## src/rtl/seq_slot_bank.sv

```systemverilog
`default_nettype none
// ============================================================================
//  Module      : seq_slot_bank
//  Description : Descriptor slot store for the magic sequencer (bank 1).
//                AXI-lite write/read paths plus sequencer start/done events
//                with a saturating per-slot RUNNING cycle counter.
//  Revision    : 1.0 - initial release
// ============================================================================
module seq_slot_bank #(
    parameter int INDEX_WIDTH   = 3,
    parameter int ADDR_WIDTH    = 32,
    parameter int SIZE_WIDTH    = 26,
    parameter int PROFILE_WIDTH = 32,
    parameter int MSK_WIDTH     = 8,
    parameter int DATA_WIDTH    = 32
) (
    input  logic                                              clk,
    input  logic                                              reset,
    input  logic                                              wr_en,
    input  logic [INDEX_WIDTH-1:0]                            wr_index,
    input  logic [3:0]                                        wr_field,
    input  logic [DATA_WIDTH-1:0]                             wr_data,
    input  logic                                              rd_req,
    input  logic [INDEX_WIDTH-1:0]                            rd_index,
    output logic [ADDR_WIDTH-1:0]                             rd_src_addr,
    output logic [SIZE_WIDTH-1:0]                             rd_src_size,
    output logic [ADDR_WIDTH-1:0]                             rd_des_addr,
    output logic [SIZE_WIDTH-1:0]                             rd_des_size,
    output logic [1:0]                                        rd_status,
    output logic [PROFILE_WIDTH-1:0]                          rd_profile,
    output logic [MSK_WIDTH-1:0]                              rd_ld_mask,
    output logic [MSK_WIDTH-1:0]                              rd_st_mask,
    output logic [MSK_WIDTH-1:0]                              rd_st_intr_mask,
    output logic                                              rd_ready,
    input  logic [INDEX_WIDTH-1:0]                            seq_index,
    input  logic                                              seq_start,
    input  logic                                              seq_done,
    output logic [2*ADDR_WIDTH+2*SIZE_WIDTH+3*MSK_WIDTH-1:0]  seq_desc
);

    localparam int C_NSLOT = 1 << INDEX_WIDTH;

    localparam logic [1:0] C_ST_IDLE    = 2'd0;
    localparam logic [1:0] C_ST_RUNNING = 2'd1;
    localparam logic [1:0] C_ST_DONE    = 2'd2;
    localparam logic [1:0] C_ST_ERROR   = 2'd3;

    localparam logic [3:0] C_F_SRC_ADDR = 4'd0;
    localparam logic [3:0] C_F_SRC_SIZE = 4'd1;
    localparam logic [3:0] C_F_DES_ADDR = 4'd2;
    localparam logic [3:0] C_F_DES_SIZE = 4'd3;
    localparam logic [3:0] C_F_STATUS   = 4'd4;
    localparam logic [3:0] C_F_PROFILE  = 4'd5;
    localparam logic [3:0] C_F_LD_MASK  = 4'd6;
    localparam logic [3:0] C_F_ST_MASK  = 4'd7;
    localparam logic [3:0] C_F_SI_MASK  = 4'd8;

    logic [ADDR_WIDTH-1:0]    r_src_addr    [C_NSLOT];
    logic [SIZE_WIDTH-1:0]    r_src_size    [C_NSLOT];
    logic [ADDR_WIDTH-1:0]    r_des_addr    [C_NSLOT];
    logic [SIZE_WIDTH-1:0]    r_des_size    [C_NSLOT];
    logic [1:0]               r_status      [C_NSLOT];
    logic [PROFILE_WIDTH-1:0] r_profile     [C_NSLOT];
    logic [MSK_WIDTH-1:0]     r_ld_mask     [C_NSLOT];
    logic [MSK_WIDTH-1:0]     r_st_mask     [C_NSLOT];
    logic [MSK_WIDTH-1:0]     r_si_mask     [C_NSLOT];

    logic [PROFILE_WIDTH-1:0] w_profile_inc [C_NSLOT];
    logic [PROFILE_WIDTH-1:0] w_profile_nxt [C_NSLOT];
    logic [1:0]               w_status_nxt  [C_NSLOT];

    // Saturating +1 of each counter while its slot is RUNNING, otherwise hold
    always_comb begin
        for (int i = 0; i < C_NSLOT; i++) begin
            w_profile_inc[i] = r_profile[i];
            if ((r_status[i] == C_ST_RUNNING) && (r_profile[i] != '1)) begin
                w_profile_inc[i] = r_profile[i] + PROFILE_WIDTH'(1);
            end
        end
    end

    // Status/profile next state: sequencer events take priority over AXI writes
    always_comb begin
        for (int i = 0; i < C_NSLOT; i++) begin
            w_status_nxt[i]  = r_status[i];
            w_profile_nxt[i] = w_profile_inc[i];
            if (seq_index == INDEX_WIDTH'(i) && seq_start && seq_done) begin
                w_status_nxt[i] = C_ST_ERROR;
            end else if (seq_index == INDEX_WIDTH'(i) && seq_start) begin
                w_status_nxt[i]  = C_ST_RUNNING;
                w_profile_nxt[i] = '0;
            end else if (seq_index == INDEX_WIDTH'(i) && seq_done) begin
                w_status_nxt[i] = C_ST_DONE;
            end else if (wr_en && wr_index == INDEX_WIDTH'(i)) begin
                if (wr_field == C_F_STATUS) begin
                    w_status_nxt[i] = wr_data[1:0];
                end
                // Any write to the profile field clears it, data is ignored
                if (wr_field == C_F_PROFILE) begin
                    w_profile_nxt[i] = '0;
                end
            end
        end
    end

    // Slot storage: descriptor fields from AXI writes, status/profile from next-state logic
    always_ff @(posedge clk or negedge reset) begin
        if (!reset) begin
            for (int i = 0; i < C_NSLOT; i++) begin
                r_src_addr[i] <= '0;
                r_src_size[i] <= '0;
                r_des_addr[i] <= '0;
                r_des_size[i] <= '0;
                r_status[i]   <= C_ST_IDLE;
                r_profile[i]  <= '0;
                r_ld_mask[i]  <= '0;
                r_st_mask[i]  <= '0;
                r_si_mask[i]  <= '0;
            end
        end else begin
            for (int i = 0; i < C_NSLOT; i++) begin
                r_status[i]  <= w_status_nxt[i];
                r_profile[i] <= w_profile_nxt[i];
            end
            if (wr_en) begin
                case (wr_field)
                    C_F_SRC_ADDR: r_src_addr[wr_index] <= wr_data[ADDR_WIDTH-1:0];
                    C_F_SRC_SIZE: r_src_size[wr_index] <= wr_data[SIZE_WIDTH-1:0];
                    C_F_DES_ADDR: r_des_addr[wr_index] <= wr_data[ADDR_WIDTH-1:0];
                    C_F_DES_SIZE: r_des_size[wr_index] <= wr_data[SIZE_WIDTH-1:0];
                    C_F_LD_MASK:  r_ld_mask[wr_index]  <= wr_data[MSK_WIDTH-1:0];
                    C_F_ST_MASK:  r_st_mask[wr_index]  <= wr_data[MSK_WIDTH-1:0];
                    C_F_SI_MASK:  r_si_mask[wr_index]  <= wr_data[MSK_WIDTH-1:0];
                    default: ;
                endcase
            end
        end
    end

    // Read port: capture the pre-edge slot contents whenever a request is present
    always_ff @(posedge clk or negedge reset) begin
        if (!reset) begin
            rd_src_addr     <= '0;
            rd_src_size     <= '0;
            rd_des_addr     <= '0;
            rd_des_size     <= '0;
            rd_status       <= '0;
            rd_profile      <= '0;
            rd_ld_mask      <= '0;
            rd_st_mask      <= '0;
            rd_st_intr_mask <= '0;
            rd_ready        <= 1'b0;
        end else begin
            rd_ready <= rd_req;
            if (rd_req) begin
                rd_src_addr     <= r_src_addr[rd_index];
                rd_src_size     <= r_src_size[rd_index];
                rd_des_addr     <= r_des_addr[rd_index];
                rd_des_size     <= r_des_size[rd_index];
                rd_status       <= r_status[rd_index];
                rd_profile      <= r_profile[rd_index];
                rd_ld_mask      <= r_ld_mask[rd_index];
                rd_st_mask      <= r_st_mask[rd_index];
                rd_st_intr_mask <= r_si_mask[rd_index];
            end
        end
    end

    assign seq_desc = {r_si_mask[seq_index], r_st_mask[seq_index], r_ld_mask[seq_index],
                       r_des_size[seq_index], r_des_addr[seq_index],
                       r_src_size[seq_index], r_src_addr[seq_index]};

endmodule
`default_nettype wire
```

## config.mk

```make
export PLATFORM = sky130hd
export DESIGN_NAME = seq_slot_bank
export DESIGN_NICKNAME = d
export VERILOG_FILES = /design/src/rtl/seq_slot_bank.sv
export SDC_FILE = /design/constraint.sdc
export NUM_CORES = 2
export LEC_CHECK = 0
export CORE_MARGIN = 3
export CORE_UTILIZATION = 57
export CTS_BUF_LIST = sky130_fd_sc_hd__clkbuf_8
export DETAILED_ROUTE_END_ITERATION = 12
export HOLD_SLACK_MARGIN = 0.03
export PLACE_DENSITY = 0.85
export RECOVER_POWER = 100
export SLEW_MARGIN = 20
export SYNTH_ARGS = -nofsm -noshare
export SYNTH_HDL_FRONTEND = slang
export SYNTH_SLANG_ARGS = --single-unit
export TNS_END_PERCENT = 5
```

## constraint.sdc

```tcl
create_clock -name clk -period 2.88 [get_ports clk]
set_input_delay 0.576 -clock clk [delete_from_list [all_inputs] [get_ports clk]]
set_output_delay 0.576 -clock clk [all_outputs]
set_load 0.05 [all_outputs]
```

==> run metrics <==
status finished, violations left; failing checks max-capacitance violations, max-slew violations, negative setup slack; Synth Flop Type dfrtp_1; Ys Warns 0; max incr delay on CP around 0.53 ns; Pleak 0.04288 µW; total CTS buffers 278; Die X approximately 380 µm; DIE HEIGHT 381.6 µm; gpl congestion 1.038; dpl ws -0.02082 ns; Psw between 15000 and 20000 µW; Clock Sinks between 1500 and 2000; drt via density 6.691; largest net degree at the start of global routing 118; Internal 39200 µW; Core Region about 0.14 mm²; Post-Syn Area a little over 0.08 mm²; wire per inst 28.39 µm; synth cell count leaders 1567 x dfrtp_1, 1261 x mux2_2, 626 x mux4_2; row cnt 137; Detailed Place HPWL 154600 µm; Residual DRC 0; layout cell share with drive strength beyond 1 0.4209; pwr/cell area 596.2 mW/mm²; worst skew pair latency 1.00 ns; DRT Pass-1 Iters 7; initial DRC count 6078; final period utilization 1.047; fin. max-slew vios 146; CP required 2.30 ns; CP endpoint kind primary output; Final Hold Viols 0; Logic pwr share 0.179; clock period minus worst slack 3.016 ns; CTS tree yes; ys async rst share 1.000; Worst-Margin Slew 1.922 ns; Arr. time, crit path 2.44 ns; Syn Nets about 5800; initial core utilization 0.5750; relative slew slack -0.2813; syn_area_per_cell 13.94 µm²; IO buf count 365; power share of the clock group 0.354; EDFF count, synth 0; first-pass GRT wire length approximately 360000 µm; io pins 366; worst path cell trace mux4_2, mux2_4, buf_6; RSZ-0062 raised after global routing true; Tot Pwr 55710 µW; via count 56124; Switching Fraction 0.2964; Clock Skew 0.09097 ns; die area roughly 0.15 mm²; Finish-stage setup viols 136; number of synthesized register bits between 1500 and 2000; total of max-cap violations 2; CTS max path bufs 4; Buf/Inv on CP 1; fmax about 0.33 GHz; initial antenna violation count 13; final worst setup slack -0.1358 ns; sequential share of power 0.467; Clock Tree Root clkbuf_8; most common cell in the netlist dfrtp_1; Mapped Cells 5770; top-area cell type share of the netlist area 0.4876; Crit Path Class flip-flop to primary output; vias in the first global route 58356; CTS clock-pin slew for the worst setup and hold paths ~0.070 ns; Hold Path Class input pin to flip-flop; Antenna Nets Post-Route 0; Total GRT Usage 0.3265; Crit path max-delay family multiplexers; H-tree depth 5; sequential area share after synthesis 0.4876; Slowest cell on crit path mux4_2; synth unique cells 66; area leader, netlist dfrtp_1; WL final roughly 240000 µm; P&R area growth vs syn 16.20%; GR Overflow Total 0; Setup TNS -6.917 ns; worst vdd rail ir drop between 0.4 and 0.5 mV; nets 6388; Worst setup SP type flip-flop; largest cells by area after synthesis dfrtp_1 49%, mux2_2 18%, mux4_2 18%, mux2i_1 2.4%, nor2_1 2.3%; fill cell count about 9400; worst-path fanout max 2
[cell families after synthesis]
logic type / Yosys count / synth area share
muxes: 2082 / 0.3766
DFF: 1567 / 0.4876
and+or+nand+nor: 1122 / 0.06765
buffers and inverters: 487 / 0.02396
AOI/OAI and AO/OA: 299 / 0.02068
xor gates and xnor gates: 205 / 0.02233
adders and majority gates: 8 / 0.001245
[power by group through the flow]
stage	logic [µW]	clock network, µW	registers (µW)
after global routing	10500	21000	26200
after floorplan	5780	0	26300
after global placement	9420	0	26000
after detailed placement	9710	0	26300
final	9970	19700	26000
after CTS	10100	19900	25900
[layout make-up]
| cell class | count | area [µm²] | area share |
|---|---|---|---|
| Antenna cell | 10 | 25.02 | 0.0002678 |
| Clock buffer | 338 | 4652 | 0.04978 |
| Clock inverter | 115 | 508.0 | 0.005436 |
| Inverter | 21 | 78.83 | 0.0008435 |
| Multi-Input combinational cell | 3716 | 39700 | 0.4248 |
| Sequential cell | 1567 | 39210 | 0.4196 |
| Tap cell | 1876 | 2347 | 0.02512 |
| Timing Repair Buffer | 745 | 6928 | 0.07414 |
[registers in the layout, indices dropped and copies added, names as in the netlist, 26 cells and up]
register     cells
r_src_size     208
r_profile      256
r_des_size     208
rd_src_addr     32
r_des_addr     256
rd_src_size     26
rd_des_size     26
r_si_mask       64
rd_des_addr     32
r_src_addr     256
r_ld_mask       64
r_st_mask       64
rd_profile      32
[layer usage]
layer | vias up | share of wire | track usage
met3 | 784 | 0.097 | 0.08151
li1 | 22797 | - | -
met2 | 3251 | 0.48 | 0.5145
met1 | 29290 | 0.37 | 0.4193
met5 | - | 0.000050 | 0
met4 | 2 | 0.060 | 0.1774
[worst reg2reg max path: stages, from the launching register on]
cell,delay (ns)
dfrtp_1,0.46
ha_1,0.28
nand4_1,0.20
or4_1,0.66
o311ai_2,0.64
o21ai_0,0.25
a21oi_1,0.21
[path summary, 6_finish.rpt]
path | cells past startpoint | slack [ns] | startpoint | to
max | 3 | -0.14 | r_des_addr[157] | seq_desc[87]
min | 3 | 0.17 | seq_index[2] | r_status[2]
max reg2reg | 6 | 0.05 | r_profile[96] | r_profile[123]
min reg2reg | 1 | 0.52 | r_src_addr[135] | r_src_addr[135]
max in group asynchronous | 4 | 0.16 | reset | r_des_addr[128]
min in group asynchronous | 2 | 0.49 | reset | r_profile[233]
[metrics by stage]
| stage | hold slack (ns) | instances | utilization | cell area (µm²) |
|---|---|---|---|---|
| global route | 0.1551 | 8381 | 0.6680 | 93430 |
| detailed placement | 0.5090 | 7903 | 0.6351 | 88840 |
| finish | 0.1651 | 8388 | 0.6681 | 93450 |
| global placement | 0.4989 | 7903 | 0.6351 | 88840 |
| CTS | 0.05288 | 8376 | 0.6792 | 95000 |
| floorplan | 0.2804 | 5770 | - | 80420 |
[cells in the final DEF, fill, tap and decap left out, types with 29 or more instances in the layout]
cell type	Yosys	layout
nand3_1	100	100
buf_6	2	134
inv_1	21	108
mux2_4	0	105
a21oi_1	220	220
and3_1	31	31
nor2_1	496	487
nand4_1	97	97
buf_12	0	61
dlygate4sd2_1	0	46
or3_1	35	35
dlygate4sd3_1	0	46
nor3_1	67	69
mux4_2	626	626
buf_4	0	153
clkbuf_1	314	86
o21ai_0	35	35
clkdlybuf4s50_1	0	120
xor2_1	108	108
xnor2_1	97	97
clkbuf_2	0	61
dfrtp_1	1567	1567
nor4_1	29	29
mux2i_1	193	193
clkbuf_8	0	339
mux2_2	1261	1148
nand2_1	148	136
[repair_timing]
| item | in CTS | in global routing |
|---|---|---|
| cloned | 0 | 0 |
| hold buffers | 3 | 0 |
| setup buffers | 17 | 2 |
| hold endpoints to repair | 484 | 0 |
| gates resized for setup | 286 | 13 |
| setup endpoints to repair | 186 | 140 |
No activity file was read; power rests on OpenSTA's default activity.
